File: src/rtl/tc140_pkg.sv
`default_nettype none
// ============================================================================
//  Module : tc140_pkg
//  Shared loader state codes and program-memory geometry.
//  Rev    : 1.0
// ============================================================================
package tc140_pkg;

    localparam int MEM_AW    = 8;
    localparam int MEM_DW    = 16;
    localparam int MEM_DEPTH = 256;

    typedef logic [2:0] loader_state_t;

    localparam loader_state_t ST_IDLE  = 3'd0;
    localparam loader_state_t ST_HDR   = 3'd1;
    localparam loader_state_t ST_HI    = 3'd2;
    localparam loader_state_t ST_LO    = 3'd3;
    localparam loader_state_t ST_WRITE = 3'd4;
    localparam loader_state_t ST_HOLD  = 3'd5;
    localparam loader_state_t ST_CHK   = 3'd6;
    localparam loader_state_t ST_FIN   = 3'd7;

endpackage
`default_nettype wire

File: src/rtl/loader_cksum.sv
`default_nettype none
// ============================================================================
//  Module : loader_cksum
//  Modulo-256 running sum of header and data bytes of a program load.
//  Rev    : 1.0
// ============================================================================
module loader_cksum
    import tc140_pkg::*;
(
    input  logic       clk,
    input  logic       rst_n,
    input  logic       clear,
    input  logic       add_en,
    input  logic [7:0] add_byte,
    output logic [7:0] sum
);

    logic [7:0] sum_q;
    logic [7:0] sum_d;

    always_comb begin
        sum_d = sum_q;
        if (clear) begin
            sum_d = 8'h00;
        end else if (add_en) begin
            sum_d = sum_q + add_byte;
        end
    end

    always_ff @(posedge clk or negedge rst_n) begin
        if (!rst_n) begin
            sum_q <= 8'h00;
        end else begin
            sum_q <= sum_d;
        end
    end

    assign sum = sum_q;

endmodule
`default_nettype wire

File: src/rtl/prog_loader.sv
`default_nettype none
// ============================================================================
//  Module : prog_loader
//  Byte-stream program loader for a 256x16 RAM; holds the CPU in reset while
//  loading. Optional trailing checksum byte when LOADER_CHECKSUM_EN is defined.
//  Rev    : 1.0
// ============================================================================
module prog_loader
    import tc140_pkg::*;
#(
    parameter logic [MEM_AW-1:0] START_ADDR = 8'h00
) (
    input  logic              clk,
    input  logic              rst_n,
    input  logic              start,
    input  logic              byte_valid,
    input  logic [7:0]        byte_data,
    output logic              byte_ready,
    output logic [MEM_AW-1:0] mem_address,
    output logic [MEM_DW-1:0] mem_data,
    output logic              mem_write,
    output logic              cpu_reset,
    output logic              busy,
    output logic              done,
    output logic              error
);

    loader_state_t     state_q, state_d;
    logic [MEM_AW-1:0] addr_q, addr_d;
    logic [7:0]        remaining_q, remaining_d;
    logic [7:0]        hi_q, hi_d;
    logic [MEM_AW-1:0] mem_address_q, mem_address_d;
    logic [MEM_DW-1:0] mem_data_q, mem_data_d;
    logic              cpu_reset_q, cpu_reset_d;
    logic              xfer;

    assign byte_ready = (state_q == ST_HDR) || (state_q == ST_HI) ||
                        (state_q == ST_LO)  || (state_q == ST_CHK);
    assign xfer       = byte_valid && byte_ready;

`ifdef LOADER_CHECKSUM_EN
    logic       error_q, error_d;
    logic [7:0] cksum_sum;
    logic       cksum_add;

    assign cksum_add = xfer && ((state_q == ST_HDR) || (state_q == ST_HI) ||
                                (state_q == ST_LO));

    loader_cksum u_cksum (
        .clk      (clk),
        .rst_n    (rst_n),
        .clear    ((state_q == ST_IDLE) && start),
        .add_en   (cksum_add),
        .add_byte (byte_data),
        .sum      (cksum_sum)
    );
`endif

    always_comb begin
        state_d       = state_q;
        addr_d        = addr_q;
        remaining_d   = remaining_q;
        hi_d          = hi_q;
        mem_address_d = mem_address_q;
        mem_data_d    = mem_data_q;
        cpu_reset_d   = cpu_reset_q;
`ifdef LOADER_CHECKSUM_EN
        error_d       = error_q;
`endif
        case (state_q)
            ST_IDLE: begin
                if (start) begin
                    state_d     = ST_HDR;
                    cpu_reset_d = 1'b1;
                    addr_d      = START_ADDR;
`ifdef LOADER_CHECKSUM_EN
                    error_d     = 1'b0;
`endif
                end
            end
            ST_HDR: begin
                // Header N means N+1 words; remaining counts words after the current one.
                if (xfer) begin
                    remaining_d = byte_data;
                    state_d     = ST_HI;
                end
            end
            ST_HI: begin
                if (xfer) begin
                    hi_d    = byte_data;
                    state_d = ST_LO;
                end
            end
            ST_LO: begin
                if (xfer) begin
                    mem_data_d    = {hi_q, byte_data};
                    mem_address_d = addr_q;
                    state_d       = ST_WRITE;
                end
            end
            ST_WRITE: begin
                state_d = ST_HOLD;
            end
            ST_HOLD: begin
                addr_d = addr_q + 8'd1;
                if (remaining_q != 8'd0) begin
                    remaining_d = remaining_q - 8'd1;
                    state_d     = ST_HI;
                end else begin
`ifdef LOADER_CHECKSUM_EN
                    state_d = ST_CHK;
`else
                    state_d = ST_FIN;
`endif
                end
            end
`ifdef LOADER_CHECKSUM_EN
            ST_CHK: begin
                // A bad checksum leaves the CPU held in reset.
                if (xfer) begin
                    if (byte_data == cksum_sum) begin
                        state_d = ST_FIN;
                    end else begin
                        error_d = 1'b1;
                        state_d = ST_IDLE;
                    end
                end
            end
`endif
            ST_FIN: begin
                cpu_reset_d = 1'b0;
                state_d     = ST_IDLE;
            end
            default: begin
                state_d = ST_IDLE;
            end
        endcase
    end

    always_ff @(posedge clk or negedge rst_n) begin
        if (!rst_n) begin
            state_q       <= ST_IDLE;
            addr_q        <= 8'h00;
            remaining_q   <= 8'h00;
            hi_q          <= 8'h00;
            mem_address_q <= 8'h00;
            mem_data_q    <= 16'h0000;
            cpu_reset_q   <= 1'b0;
        end else begin
            state_q       <= state_d;
            addr_q        <= addr_d;
            remaining_q   <= remaining_d;
            hi_q          <= hi_d;
            mem_address_q <= mem_address_d;
            mem_data_q    <= mem_data_d;
            cpu_reset_q   <= cpu_reset_d;
        end
    end

`ifdef LOADER_CHECKSUM_EN
    always_ff @(posedge clk or negedge rst_n) begin
        if (!rst_n) begin
            error_q <= 1'b0;
        end else begin
            error_q <= error_d;
        end
    end

    assign error = error_q;
`else
    assign error = 1'b0;
`endif

    assign mem_address = mem_address_q;
    assign mem_data    = mem_data_q;
    assign mem_write   = (state_q == ST_WRITE);
    assign busy        = (state_q != ST_IDLE);
    assign done        = (state_q == ST_FIN);
    // cpu_reset drops in the FIN cycle itself, alongside the done pulse.
    assign cpu_reset   = cpu_reset_q && !done;

endmodule
`default_nettype wire

File: config.mk
export PLATFORM = sky130hd
export DESIGN_NAME = prog_loader
export DESIGN_NICKNAME = d
export VERILOG_FILES = /design/src/rtl/tc140_pkg.sv /design/src/rtl/loader_cksum.sv /design/src/rtl/prog_loader.sv
export SDC_FILE = /design/constraint.sdc
export NUM_CORES = 1
export LEC_CHECK = 0
export ABC_AREA = 0
export CORE_UTILIZATION = 52
export DETAILED_ROUTE_END_ITERATION = 10
export PLACE_DENSITY = 0.87
export SLEW_MARGIN = 20
export SYNTH_ARGS = -nofsm -noshare
export SYNTH_HDL_FRONTEND = slang
export SYNTH_HIERARCHICAL = 1
export SYNTH_SLANG_ARGS = --single-unit
File: constraint.sdc
create_clock -name clk -period 2.38 [get_ports clk]
set_clock_uncertainty 0.05 [all_clocks]
set_input_delay 0.357 -clock clk [delete_from_list [all_inputs] [get_ports clk]]
set_output_delay 0.357 -clock clk [all_outputs]
set_load 0.05 [all_outputs]
==> summary.txt, run 1 <==
Status
  • Status: finished, violations left
  • Failing checks: DRC, hold timing

STA
  • Final hold slack: -0.0173 ns
  • Final setup vio count: 0
  • Period utilization: 93.0%
  • Post-layout min period: between 2 and 2.5 ns
  • Final Max Slew Viols: 0
  • Fmax: between 400 and 500 MHz
  • RSZ-0062 raised after global routing: false
  • Worst-margin pin slew: 0.602 ns
  • Slew Limit Headroom: 59.9%
  • Setup TNS Final: 0 ns
  • Final hold viol count: 9

Place
  • HPWL after DPL: 3320 um
  • I/O Buffers: 40
  • Final RePlAce weighted congestion: 0.872

Min path
  • Hold WC Path Type: input pin to asynchronous set/reset pin

Global route
  • Grt total ovfl: 0
  • Largest net degree at the start of global routing: 28
  • Initial antenna violation count: 0
  • First-pass GRT wire length: 7910 um
  • GRT Resource Usage Total: between 20% and 30%
  • Vias in the first global route: around 1700

Yosys
  • Syn avg cell area: roughly 12 um2
  • Yosys cell types: 50
  • Post-synth top area cell: dfrtp_1
  • Flops & latches, synth: 52
  • Cell with the most instances after synthesis: dfrtp_1
  • Cell count after synthesis: 198
  • Seq/Total Area, Yosys: 53.3%
  • Mapped Area: approximately 2400 um2
  • Top cells by count, synth: 52 x dfrtp_1, 31 x mux2_2, 11 x nand2_1
  • Synth top area share: 53.3%
  • Yosys warns: 6
  • Area contributors post-synth: dfrtp_1 53%, mux2_2 14%, o2bb2ai_1 1.8%
  • Fraction of registers with async set/reset: 100%
  • Commonest register cell after synthesis: dfrtp_1
  • EDFF count, synth: 0
  • Syn nets: 213

Finish
  • Syn-to-layout area delta: 22.8%
  • N_diodes: 0
  • Layout fillers: 342
  • Layout cells sized above 1: 27.2%
  • Nets: 257

Power and ir drop
  • Leak: 0.00134 uW
  • Worst vdd ir: 0.934 mV
  • Pwr dens: 1410 nW/um2
  • Total Power: 4240 uW

Clock tree
  • Post-CTS setup buffer count: 0
  • Max Root-Sink Buffers: 2
  • Skew-Pair Late Insertion Delay: roughly 0.32 ns
  • Clock transition at path regs: 0.09 ns
  • # H-tree levels: 2
  • Root Driver: clkbuf_8
  • CTS tree: yes
  • Post-CTS sizing: 0
  • Clock sinks: between 50 and 60
  • Total CTS buffers: 5
  • Cts hold-fix bufs: 0

Floorplanning
  • Die height: approximately 70 um
  • Io pins: 42
  • Core area: 4440 um2
  • Chip Width: 70.6 um
  • Initial Util: about 55%
  • Row count: 24
  • Die area: 4980 um2

Critical path
  • Crit path max-delay cell type: clkdlybuf4s50_1
  • WP data required: between 1.5 and 2 ns
  • Crit path max fanout: 2
  • R2r setup slk: between 0.4 and 0.5 ns
  • Worst reg2reg endpoint: remaining_q[6]
  • End point of the critical path: busy
  • Crit Path Category: register to primary output
  • Crit path from: state_q[1]
  • Startpoint types: register
  • Crit path arrival time: 1.81 ns
  • R2R depth: 6
  • Beginning of the worst register-to-register path: remaining_q[0]
  • Nature of the critical path endpoint: primary output
  • Max stage delay on crit path: between 0.7 and 0.8 ns
  • Cell chain of the critical path: or3_1 > clkdlybuf4s50_1

Detailed routing
  • Drt first-iter violations: 73
  • Routed wire length: 4750 um
  • WL/cell: about 16 um
  • Vias/cell: between 5 and 6
  • DR vias: 1687
  • Number of remaining DRC errors: 8
  • Post-route ant nets: 0
  • Initial DRT Pass Iterations: 7

Job
  • Max cap viols: 0
==> power breakdown <==
part / total (uW) / internal, uW / switching (uW)
Clock: 607 / 311 / 295
Combinational: 2170 / 873 / 1300
Sequential: 1470 / 1230 / 239
==> metal layers <==
layer	vias up	global-route usage, %	routed length (um)
met5	-	0	0
met4	0	9.11	103
met3	11	6.13	195
met2	38	35.6	2400
met1	831	24.5	2050
li1	807	-	-
==> area by class of cell <==
cell class / count / area [um2] / area share [%]
clock buffers: 5 / 68.8 / 2.29
clock inverters: 3 / 42.5 / 1.42
inverters: 2 / 7.51 / 0.250
multi-input cells: 133 / 1060 / 35.3
flip-flops and latches: 52 / 1300 / 43.4
well taps: 52 / 65.1 / 2.17
repair buffers: 48 / 458 / 15.3
==> cell families after synthesis <==
group	Yosys count	share of synthesized area [%]
compound gates	38	10.2
fa+ha+maj	3	1.54
buf+inv	13	3.69
flops	52	53.3
mux	35	16.0
other cells	1	0.153
simple gates	56	15.1
==> critical path, delay by kind of cell, from the launching register on <==
family,cells,cell delay (ns)
buffers and inverters,1,0.72
AND/OR/NAND/NOR,1,0.39
flip-flops,1,0.38
==> cells in the final DEF, fill, tap and decap left out, drive strengths merged, types with 2 or more instances in the layout <==
| master | count |
|---|---|
| o31ai | 3 |
| clkdlybuf4s50 | 35 |
| nand3 | 7 |
| o2bb2ai | 5 |
| inv | 2 |
| nand4 | 4 |
| clkbuf | 5 |
| a21boi | 2 |
| nand2b | 3 |
| nor2 | 6 |
| or3 | 3 |
| mux2 | 33 |
| and3 | 2 |
| dfrtp | 52 |
| and2 | 4 |
| nand2 | 12 |
| ha | 3 |
| buf | 13 |
| nor3 | 5 |
| a21oi | 7 |
| a31oi | 2 |
| mux2i | 2 |
| o21ai | 13 |
==> flip-flops by register name (all words and copies together) (netlist names) <==
register / count
mem_data: 16
mem_address: 8
remaining_q: 8
addr_q: 8
cpu_reset_q: 1
state_q: 3
hi_q: 8
==> worst min-delay path by stage <==
stage	startpoint	end	depth (start not counted)
6_report	rst_n	mem_address[7]	1
2_1_floorplan	rst_n	addr_q[0]	0
5_1_grt	rst_n	mem_address[7]	1
3_3_place_gp	rst_n	mem_address[7]	1
3_5_place_dp	rst_n	mem_address[7]	1
4_1_cts	rst_n	mem_address[7]	1
==> stage by stage <==
stage / utilization [%] / cell area [um2] / setup WS (ns) / hold slack [ns] / instances
floorplan: - / 2440 / 0.247 / 0.0114 / 198
global placement: 65.0 / 2890 / 0.398 / 0.349 / 287
detailed placement: 65.0 / 2890 / 0.373 / 0.354 / 287
CTS: 67.5 / 3000 / 0.147 / 0.00977 / 295
global route: 67.5 / 3000 / 0.118 / 0.0395 / 295
finish: 67.5 / 3000 / 0.166 / -0.0173 / 295
Note: power is estimated with default switching activity, not from simulation.
==> inputs of run 2 (changes only) <==
--- a/config.mk
+++ b/config.mk
@@ -6,9 +6,9 @@
 export NUM_CORES = 1
 export LEC_CHECK = 0
 export ABC_AREA = 0
-export CORE_UTILIZATION = 52
+export CORE_UTILIZATION = 47
 export DETAILED_ROUTE_END_ITERATION = 10
-export PLACE_DENSITY = 0.87
+export PLACE_DENSITY = 0.83
 export SLEW_MARGIN = 20
 export SYNTH_ARGS = -nofsm -noshare
 export SYNTH_HDL_FRONTEND = slang
==> constraint.sdc (replaced) <==
create_clock -name clk -period 1.9 [get_ports clk]
set_clock_uncertainty 0.05 [all_clocks]
set_input_delay 0.285 -clock clk [delete_from_list [all_inputs] [get_ports clk]]
set_output_delay 0.285 -clock clk [all_outputs]
set_load 0.05 [all_outputs]
==> summary.txt, run 2 (same netlist as run 1, synthesis figures left out) <==
Status
  • Status: complete, no violations

Global route
  • Largest net degree at the start of global routing: 53 (+89%)
  • First-pass GRT wire length: 7400 um (-6.5%)
  • Initial antenna violation count: 0 (unchanged)
  • Vias in the first global route: 1615 (-4.8%)
  • Grt total ovfl: 0 (unchanged)
  • GRT Resource Usage Total: 17.6% (-3.2 points)

Detailed routing
  • Drt first-iter violations: 131 (+79%)
  • DR vias: 1707 (+1.2%)
  • Vias/cell: 5.47 (-4.3%)
  • Initial DRT Pass Iterations: 4 (-3)
  • Routed wire length: 4380 um (-7.8%)
  • Number of remaining DRC errors: 0 (-8)
  • WL/cell: 14.0 um (-13%)
  • Post-route ant nets: 0 (unchanged)

Finish
  • Nets: 259 (+0.78%)
  • Max FFs per register: 16 (unchanged)
  • N_diodes: 0 (unchanged)
  • Layout cells sized above 1: 29.8% (+2.6 points)
  • Final Cell Area: 3080 um2 (+2.5%)
  • Most frequent cells in the layout: 50 x dfrtp_1, 34 x clkdlybuf4s50_1, 31 x mux2_2
  • Commonest non-fill, non-tap cell in the layout: dfrtp_1
  • Syn-to-layout area delta: 26.0%

Clock tree
  • Cts hold-fix bufs: 0 (unchanged)
  • # H-tree levels: 2 (unchanged)
  • Skew-Pair Late Insertion Delay: 0.30 ns (-0.02 ns)
  • Total CTS buffers: 5 (unchanged)
  • Root Driver: clkbuf_8
  • Clock transition at path regs: 0.09 ns (about the same)
  • Clock sinks: 52 (unchanged)
  • CTS tree: yes
  • Max Root-Sink Buffers: 2 (unchanged)
  • Post-CTS sizing: 0 (unchanged)
  • Post-CTS setup buffer count: 0 (unchanged)

Floorplanning
  • Io pins: 42 (unchanged)
  • Initial Util: 50.4% (-4.6 points)
  • Core area: 4850 um2 (+9.1%)
  • Row count: 25 (+4.2%)
  • Die area: 5490 um2 (+10%)
  • Die height: 74.1 um (+5.0%)
  • Chip Width: 74.1 um (+5.0%)

Place
  • Final RePlAce weighted congestion: 0.841 (-3.6%)
  • HPWL after DPL: 3040 um (-8.4%)
  • DP Area: 2960 um2 (+2.5%)
  • I/O Buffers: 40 (unchanged)

Critical path
  • Bufs and invs on worst path: 1 (unchanged)
  • Crit path max-delay cell type: clkdlybuf4s50_1
  • Worst path top cell family by delay: buffers and inverters
  • Nature of the critical path endpoint: primary output
  • Max stage delay on crit path: 0.80 ns (+0.08 ns)
  • Crit path max fanout: 2 (unchanged)
  • WP data required: 1.56 ns (-0.41 ns)
  • R2r setup slk: 0.17 ns (-0.32 ns)
  • Crit Path Category: register to primary output
  • Cell chain of the critical path: clkdlybuf4s50_1
  • Startpoint types: register
  • Crit path arrival time: 1.45 ns (-0.36 ns)

STA
  • Fmax: 559 MHz
  • Slew Limit Headroom: 56.6% (-3.3 points)
  • Final hold viol count: 0 (-9)
  • Final setup vio count: 0 (unchanged)
  • Post-layout min period: about 1.8 ns
  • Final Max Slew Viols: 0 (unchanged)
  • Period utilization: 94.2%
  • RSZ-0062 raised after global routing: false
  • Worst-margin pin slew: 0.651 ns (+0.0496 ns)

Power and ir drop
  • Net Sw Power: 2270 uW (+24%)
  • Cell-internal power: 3100 uW (+29%)
  • Leak: 0.00136 uW (+1.4%)
  • Combinational share of power: 50.4% (-0.8 points)
  • Worst vdd ir: 1.25 mV (+34%)
  • Total Power: 5370 uW (+26%)
  • Flop pwr share: 35.9% (+1.4 points)
  • Clock Power Share: 13.8% (-0.5 points)
  • Net Sw Frac: 42.3% (-0.91 points)
  • Pwr dens: 1740 nW/um2 (+23%)

Min path
  • Hold WC Path Type: input pin to asynchronous set/reset pin

Job
  • Max cap viols: 0 (unchanged)
[run 2: cell count changes in the layout (fill, tap and decap cells not counted), sizes merged]
cell,before,now
clkdlybuf4s50,35,34
buf,13,16
[run 2: layer usage]
| layer | track usage, % | wire length (um) | vias up |
|---|---|---|---|
| met3 | 3.93 | 228 | 5 |
| met5 | 0 | 0 | - |
| li1 | - | - | 816 |
| met1 | 24.9 | 2020 | 832 |
| met2 | 27.7 | 2090 | 54 |
| met4 | 4.49 | 39 | 0 |
[run 2: metrics by stage]
step	worst slack, ns	hold slack [ns]	instances	util [%]	setup TNS (ns)
detailed placement	-0.0495	0.387	304	61.1	-0.299
finish	0.111	0.0373	312	63.5	0
global placement	0.0111	0.381	304	61.1	0
CTS	0.0159	0.0627	312	63.4	0
global route	0.0415	0.0924	312	63.5	0
floorplan	0.100	-0.0606	198	-	0
[run 2: final timing paths]
check | start | endpoint | depth (start not counted)
hold reg to reg | addr_q[7] | addr_q[7] | 1
min in group clk | addr_q[7] | addr_q[7] | 1
max in group asynchronous | rst_n | state_q[2] | 2
hold / removal | rst_n | mem_data[1] | 2
setup reg to reg | remaining_q[0] | remaining_q[6] | 6
setup / recovery | mem_data[10] | mem_data[10] | 1
[run 2: power groups by stage]
| stage | clock network [uW] | logic, uW | registers (uW) |
|---|---|---|---|
| floorplan | 0 | 1250 | 2520 |
| global placement | 0 | 2650 | 1920 |
| detailed placement | 0 | 2700 | 1940 |
| CTS | 756 | 2710 | 1920 |
| global route | 804 | 2870 | 2000 |
| finish | 740 | 2700 | 1920 |
[run 2: area by class of cell]
| cell class | count | area [um2] |
|---|---|---|
| Clock buffer | 5 | 68.8 |
| Clock inverter | 3 | 42.5 |
| Fill cell | 389 | 1770 |
| Inverter | 2 | 7.51 |
| Multi-Input combinational cell | 133 | 1060 |
| Sequential cell | 52 | 1300 |
| Tap cell | 67 | 83.8 |
| Timing Repair Buffer | 50 | 508 |
